--- src/rtl/cond_delay_and_n_pkg.sv ---
// Shared types and helpers for the conditional-delay AND cell.
package cond_delay_pkg;

    typedef enum logic [0:0] {StIdle, StWait} state_e;

    localparam int unsigned DEF_DW = 4;

    function automatic int unsigned num_pairs(int unsigned n);
        return n / 2;
    endfunction

    function automatic int unsigned pair_of(int unsigned i);
        return i / 2;
    endfunction

endpackage

--- src/rtl/cond_delay_and_n_sel.sv ---
// Delay selection: finds the lowest changed input, then picks the fast or slow
// delay of its pair by comparing the pair's bits against the condition pattern.
module cond_delay_sel
    import cond_delay_pkg::*;
#(
    parameter int unsigned               N          = 4,
    parameter int unsigned               DW         = DEF_DW,
    parameter logic [N-1:0]              COND_PAT   = 4'b0111,
    parameter logic [(N/2)*DW-1:0]       D_FAST_VEC = {4'd11, 4'd9},
    parameter logic [(N/2)*DW-1:0]       D_SLOW_VEC = {4'd13, 4'd13}
) (
    input  logic [N-1:0]  in,
    input  logic [N-1:0]  in_q,
    output logic          trig,
    output logic [DW-1:0] delay
);

    logic [N-1:0] change;
    logic [1:0]   pair_in;
    logic [1:0]   pair_pat;
    int unsigned  idx;
    int unsigned  k;

    always_comb begin
        change = in ^ in_q;
        trig   = |change;
        idx    = 0;
        // Descending scan so the lowest set index wins.
        for (int i = int'(N) - 1; i >= 0; i--) begin
            if (change[i]) idx = i;
        end
        k        = pair_of(idx);
        pair_in  = in[2*k +: 2];
        pair_pat = COND_PAT[2*k +: 2];
        delay    = (pair_in == pair_pat) ? D_FAST_VEC[k*DW +: DW] : D_SLOW_VEC[k*DW +: DW];
    end

endmodule

--- src/rtl/cond_delay_and_n.sv ---
// N-input AND with per-trigger conditional inertial delay on the registered output.
// Define COND_DELAY_STATS_EN to build the saturating cancelled-transition counter.
module cond_delay_and_n
    import cond_delay_pkg::*;
#(
    parameter int unsigned               N          = 4,
    parameter int unsigned               DW         = DEF_DW,
    parameter logic [N-1:0]              COND_PAT   = 4'b0111,
    parameter logic [(N/2)*DW-1:0]       D_FAST_VEC = {4'd11, 4'd9},
    parameter logic [(N/2)*DW-1:0]       D_SLOW_VEC = {4'd13, 4'd13}
) (
    input  logic          clk,
    input  logic          rst_n,
    input  logic          en,
    input  logic [N-1:0]  in,
    output logic          out,
    output logic          pending,
    output logic [DW-1:0] cur_delay,
    output logic [15:0]   cancel_cnt
);

    localparam int unsigned NP = num_pairs(N);

    state_e        state_q;
    logic [N-1:0]  in_q;
    logic [DW-1:0] cnt_q;
    logic          pend_val_q;
    logic          new_and;
    logic          trig;
    logic [DW-1:0] sel_delay;
    logic          cancel_evt;

    cond_delay_sel #(
        .N          (N),
        .DW         (DW),
        .COND_PAT   (COND_PAT),
        .D_FAST_VEC (D_FAST_VEC),
        .D_SLOW_VEC (D_SLOW_VEC)
    ) u_sel (
        .in    (in),
        .in_q  (in_q),
        .trig  (trig),
        .delay (sel_delay)
    );

    assign new_and    = &in;
    assign pending    = (state_q == StWait);
    // Input returning to the current output level kills the scheduled edge.
    assign cancel_evt = (state_q == StWait) && en && (new_and == out);

    always_ff @(posedge clk or negedge rst_n) begin
        if (!rst_n) begin
            state_q    <= StIdle;
            in_q       <= '0;
            cnt_q      <= '0;
            pend_val_q <= 1'b0;
            cur_delay  <= '0;
            out        <= 1'b0;
        end else begin
            if (en) in_q <= in;
            unique case (state_q)
                StIdle: begin
                    if (en && trig && (new_and != out)) begin
                        pend_val_q <= new_and;
                        cnt_q      <= sel_delay - DW'(1);
                        cur_delay  <= sel_delay;
                        state_q    <= StWait;
                    end
                end
                StWait: begin
                    if (cancel_evt) begin
                        state_q <= StIdle;
                    end else if (cnt_q == '0) begin
                        out     <= pend_val_q;
                        state_q <= StIdle;
                    end else begin
                        cnt_q <= cnt_q - DW'(1);
                    end
                end
                default: state_q <= StIdle;
            endcase
        end
    end

`ifdef COND_DELAY_STATS_EN
    logic [15:0] cancel_q;

    always_ff @(posedge clk or negedge rst_n) begin
        if (!rst_n) begin
            cancel_q <= '0;
        end else if (cancel_evt && (cancel_q != 16'hFFFF)) begin
            cancel_q <= cancel_q + 16'd1;
        end
    end

    assign cancel_cnt = cancel_q;
`else
    assign cancel_cnt = '0;
`endif

    // Zero delays would underflow the countdown.
    for (genvar k = 0; k < NP; k++) begin : g_delay_chk
        a_delay_nonzero : assert property (@(posedge clk)
            (D_FAST_VEC[k*DW +: DW] != '0) && (D_SLOW_VEC[k*DW +: DW] != '0))
            else $error("cond_delay_and_n: zero delay configured for pair %0d", k);
    end

endmodule

--- config.mk ---
export PLATFORM = sky130hd
export DESIGN_NAME = cond_delay_and_n
export DESIGN_NICKNAME = d
export VERILOG_FILES = /design/src/rtl/cond_delay_and_n_pkg.sv /design/src/rtl/cond_delay_and_n_sel.sv /design/src/rtl/cond_delay_and_n.sv
export SDC_FILE = /design/constraint.sdc
export NUM_CORES = 1
export LEC_CHECK = 0
export ABC_AREA = 0
export CORE_ASPECT_RATIO = 1.1
export CORE_UTILIZATION = 49
export CTS_CLUSTER_SIZE = 12
export DETAILED_ROUTE_END_ITERATION = 10
export PLACE_DENSITY = 0.83
export SETUP_SLACK_MARGIN = 0.15
export SYNTH_ARGS = -nofsm -noshare
export SYNTH_HDL_FRONTEND = slang
export SYNTH_SLANG_ARGS = --single-unit
--- constraint.sdc ---
create_clock -name clk -period 4.8 [get_ports clk]
set_clock_uncertainty 0.15 [all_clocks]
set_input_delay 0.72 -clock clk [delete_from_list [all_inputs] [get_ports clk]]
set_output_delay 0.72 -clock clk [all_outputs]
set_load 0.03 [all_outputs]
* Word level (Yosys, flattened, before mapping) *
Cells that the tools add are included.

storage, ports and cells
  bits in registers = 15
  bits of input ports = 7
  word-level logic and storage cells = 44

operators by class
  $add $sub $neg = 2
  equality and inequality tests = 6
  shifts and indexed selects = 4
  multiplexer cells = 13
  bitwise gates (word level) = 3
  reductions and logical operators = 10

operator list
  operator                count
  $mux 4                  4
  $shiftx 8x4->4 const A  2
  $mux 2                  4
  $pmux 4 s2              1
  $sub 4x1->4 const B     2
  $ne 2x2->1 const B      3
  $reduce_and 3->1        2
  $logic_and 1x1->1       4
  $logic_not 4->1         1
  $reduce_and 4->1        1
  $reduce_or 4->1         1
  $shiftx 4x3->2          1
  $shiftx 4x3->2 const A  1
  $xor 4x4->4             1
  $mux 1                  3
  $eq 2x2->1              1
  $not 1->1               2
  $pmux 1 s2              1
  $reduce_and 2->1        1
  $eq 1x1->1              1
  $ne 1x1->1              1

* Logic depth before layout (Yosys ltp) *
  depth after elaboration = 11
  depth in mapped cells = 7

* Hierarchy *
Synthesis repeated with hierarchy kept, for this count alone.

unflattened totals
  cell total of the unflattened synthesis = 103
  area, all modules = 1041.0 um^2

by module, submodules not included
  module            instances  cells each  area an instance (um^2)  sequential area each (um^2)
  cond_delay_and_n  1          82          893.4                    375.4
  cond_delay_sel    1          21          147.6                    0.0

* Worst setup path before layout *
No wires, ideal clock.

  kind = in2reg
  start point = input port in[1]
  end point = register cnt_q[3]
  data arrival time = 2.088 ns
  setup slack = 2.436 ns
  cell stages on the path = 6
  cell sequence = and2_4 and3_4 xnor2_2 a2111oi_4 nand2_1 o32a_1

between the ends
  cells in the longest elaborated chain, start to end = 9
  elaborated cells on any way between the ends = 22
  those cells by class = add/sub (1); eq/ne (5); shift (4); mux (5); bitwise (1); reduce/logical (6)

RTL lines
  element                            RTL line                                                RTL
  from (decl)                        cond_delay_and_n.sv:15                                  input logic [N-1:0] in,
  $xor 4x4->4                        cond_delay_and_n_sel.sv:25                              change = in ^ in_q;
  $mux 2 (2 in series)               cond_delay_and_n_sel.sv:30                              if (change[i]) idx = i;
  $shiftx 4x3->2 (on tied branches)  cond_delay_and_n_sel.sv:33, cond_delay_and_n_sel.sv:34
  $eq 2x2->1                         cond_delay_and_n_sel.sv:35                              delay = (pair_in == pair_pat) ? D_FAST_VEC[k*DW +: DW] : D_SLOW_VEC[k*DW +: DW];
  $mux 4                             cond_delay_and_n_sel.sv:35
  $sub 4x1->4                        cond_delay_and_n.sv:65                                  cnt_q <= sel_delay - DW'(1);
  $mux 4                             cond_delay_and_n.sv:63                                  if (en && trig && (new_and != out)) begin
  $pmux 4 s2                         cond_delay_and_n.sv:61                                  unique case (state_q)
  to (signal assigned)               cond_delay_and_n.sv:65
  to (signal assigned)               cond_delay_and_n.sv:77                                  cnt_q <= cnt_q - DW'(1);
  to (decl)                          cond_delay_and_n.sv:26                                  logic [DW-1:0] cnt_q;

Parallel ways exist; a longest one is shown, timed or not. The select of a mux whose other input is x is not followed.
A chain may end at the register's enable or synchronous reset.

* Worst setup path after layout *
  start point = input port in[0]
  end point = register cnt_q[3]

between the ends
  cells in the longest elaborated chain, start to end = 8
  elaborated cells on any way between the ends = 21
  those cells by class = add/sub (1); eq/ne (5); shift (4); mux (4); bitwise (1); reduce/logical (6)

RTL lines
  element                            RTL line
  $xor 4x4->4                        cond_delay_and_n_sel.sv:25
  $mux 2                             cond_delay_and_n_sel.sv:30
  $shiftx 4x3->2 (on tied branches)  cond_delay_and_n_sel.sv:33, cond_delay_and_n_sel.sv:34
  $eq 2x2->1                         cond_delay_and_n_sel.sv:35
  $mux 4                             cond_delay_and_n_sel.sv:35
  $sub 4x1->4                        cond_delay_and_n.sv:65
  $mux 4                             cond_delay_and_n.sv:63
  $pmux 4 s2                         cond_delay_and_n.sv:61

Parallel ways exist; a longest one is shown, timed or not. The select of a mux whose other input is x is not followed.

==> metrics.md <==
| Metric | Value |
|---|---|
| Status | finished, violations left |
| Failing checks | DRC |
| Vias in the first global route | 579 |
| Worst setup SP type | primary input |
| Hold_sp | cur_delay[2] |
| Gr usage total | 16.27% |
| Hold Vio Cnt, Final | 0 |
| Fill cells | 162 |
| Hold Path Depth | 2 |
| Slew of the pin with the lowest slew margin | 641.7 ps |
| Clock sinks | 14 |
| Fin cells | 123 |
| R2R Path End | cnt_q[2] |
| Vias post-DR | 665 |
| CTS buffer count | 3 |
| Area leader, netlist | dfrtp_1 |
| DRC errors left | 4 |
| Total gr overflow | 0 |
| CP Capture Type | flop |
| Final period utilization | 56.27% |
| Slew headroom | 57.09% |
| Worst-path clk slew | 90 ps |
| WL final | 1508 µm |
| FMAX | 370.2 MHz |
| Die area | 2068 µm² |
| Critical Path RT | 4820 ps |
| Initial antenna violation count | 0 |
| Pin count of the biggest net entering global routing | 15 |
| Std cell rows | 16 |
| Commonest non-fill, non-tap cell in the layout | conb_1 |
| Max Slew Vio Count | 0 |
| RSZ-0062 raised after global routing | no |
| Placed cell count | 119 |
| Mapped Area | 925.9 µm² |
| P&R area growth vs syn | 10.14% |
| First-pass GRT wire length | 2401 µm |
| Footprint of the multi-input gates | 483.0 µm² |
| Clock latency on the worst-skew pair | 280 ps |
| Drt pass-1 iters | 7 |
| VDD IR max | 0.0002362 V |
| CTS resizes | 0 |
| Max-cap violation count | 0 |
| H-tree levels | 1 |
| Worst hold path type | reg -> reg |
| Post-route ant nets | 0 |
| Synth warn | 0 |
| WL per Instance | 12.26 µm |
| Syn_area_per_cell | 9.850 µm² |
| Finish-stage setup viols | 0 |
| Initial DRC Count | 12 |
| Reg area | 350.3 µm² |
| Setup WS pre-CTS | 1821 ps |
| Root Buffer Master | clkbuf_4 |
| Final net count | 114 |
| Share of layout cells above drive strength 1 | 17.14% |
| Commonest cells after routing, fill and taps aside | conb_1 (16), dfrtp_1 (14), clkdlybuf4s50_1 (12), o21ai_0 (7), nor2_1 (7) |
| DIE HEIGHT | 47.59 µm |
| Synth top area share | 37.84% |
| P per Cell Area | 456.4 nW/µm² |
| ANT cells | 0 |
| RePlAce Congestion | 0.7743 |
| Dpl hpwl | 1126 µm |
| Boundary Pins | 29 |
| Clk buf depth | 2 |
| Minimum clock period | 2701 ps |
| TNS Setup | 0 ps |
| Mapped Cells | 94 |
| Final worst setup slack | 2099 ps |
| CTS tree | yes |
| Reg2Reg Depth | 7 |
| Worst setup path category | in -> reg |
| Post-route cell area | 1020 µm² |
| Total leakage power | 0.4188 nW |
| Dpl cell area | 983.4 µm² |
| Yosys cell types | 33 |
| Hold path endpoint | cur_delay[2] |
| #FFs+latches synth | 14 |
| Post-CTS Setup Bufs | 0 |
| Register area share after synthesis | 37.84% |
| Core Box Area | 1782 µm² |
| Die outline width | 43.45 µm |
| CP Data Arrival Time | 2720 ps |
| Worst reg2reg setup slack | 2680 ps |
| Largest cells by area after synthesis | dfrtp_1 (38%), buf_4 (14%), mux2_2 (4.9%), o21ai_0 (3.8%), xnor2_1 (3.8%) |
| Initial Util | 51.97% |
| RR Startpoint | in_q[0] |
| PortBufs | 12 |
| Crit path max fanout | 7 |
| CTS Hold Bufs | 0 |
| Vias per inst | 5.407 |
how the worst max path moves through the flow:
stage               cells past startpoint   from  slack [ps]        to
global placement                        7  in[1]        1850  cnt_q[3]
CTS                                     7  in[0]        2090  cnt_q[3]
finish                                  7  in[0]        2100  cnt_q[3]
detailed placement                      7  in[0]        1820  cnt_q[3]
floorplan                               6  in[1]        2440  cnt_q[3]
global route                            8  in[1]        1970  cnt_q[2]
logic make-up (layout without fill, tap and decap cells):
family	Yosys count	count (layout)	share of synthesized area, %
xor gates and xnor gates	6	6	6.487
AOI/OAI and AO/OA	15	15	12.43
muxes	5	5	5.946
buffers and inverters	22	18	16.08
adders and majority gates	1	1	1.351
other	1	16	0.4050
and+or+nand+nor	30	30	19.46
DFF	14	14	37.84
final cells by class:
| cell class | instances | share of cell area, % |
|---|---|---|
| Inverter | 2 | 0.7362 |
| Tap cell | 18 | 2.209 |
| Timing Repair Buffer | 12 | 11.78 |
| Sequential cell | 14 | 34.36 |
| Multi-Input combinational cell | 73 | 47.36 |
| Clock buffer | 4 | 3.558 |
cells in the mapped netlist, drive strengths merged:
| library cell | number |
|---|---|
| a21oi | 4 |
| o31ai | 1 |
| nor3 | 1 |
| dfrtp | 14 |
| nand4b | 1 |
| o21ai | 7 |
| and3 | 1 |
| inv | 2 |
| ha | 1 |
| buf | 17 |
| nand3b | 3 |
| conb | 1 |
| o32a | 1 |
| nor4b | 1 |
| or2 | 2 |
| and2 | 1 |
| and4 | 1 |
| nand3 | 1 |
| nand4 | 2 |
| mux2i | 1 |
| nand2 | 6 |
| xor2 | 1 |
| nor2 | 8 |
| nor2b | 1 |
| xnor2 | 5 |
| clkbuf | 3 |
| a2111oi | 2 |
| nor3b | 1 |
| mux2 | 4 |
state kept, by name, summed over array words and instances (netlist names):
signal,count
cnt_q,4
pending,1
out,1
in_q,4
cur_delay,3
pend_val_q,1
report_power, final:
part	internal [mW]	switching, mW	total, mW
Clock	0.0462	0.0398	0.0860
Sequential	0.152	0.0334	0.185
Combinational	0.0843	0.110	0.194
Total	0.282	0.183	0.465
critical path, cell delays in order:
cell             delay (ps)
clkdlybuf4s50_1         510
and2_4                  180
and3_4                  210
xnor2_2                 110
a2111oi_4               550
nand2_1                 130
o32a_1                  310
metal layers:
| metal | up-vias | routed length (µm) | track usage, % |
|---|---|---|---|
| li1 | 312 | - | - |
| met4 | 0 | 23 | 9.375 |
| met1 | 326 | 625 | 18.01 |
| met3 | 4 | 71 | 5.283 |
| met2 | 23 | 788 | 28.18 |
| met5 | - | 0 | 0 |
stage by stage:
stage / power (mW) / hold slack (ps) / utilization, %
6_report: 0.4654 / 363.8 / 57.23
5_1_grt: 0.4967 / 385.9 / 57.23
4_1_cts: 0.4684 / 371.8 / 57.23
3_5_place_dp: 0.3809 / 351.9 / 55.20
3_3_place_gp: 0.3738 / 325.7 / 55.20
2_1_floorplan: 0.3342 / 274.4 / -
No activity file was read; power rests on OpenSTA's default activity.
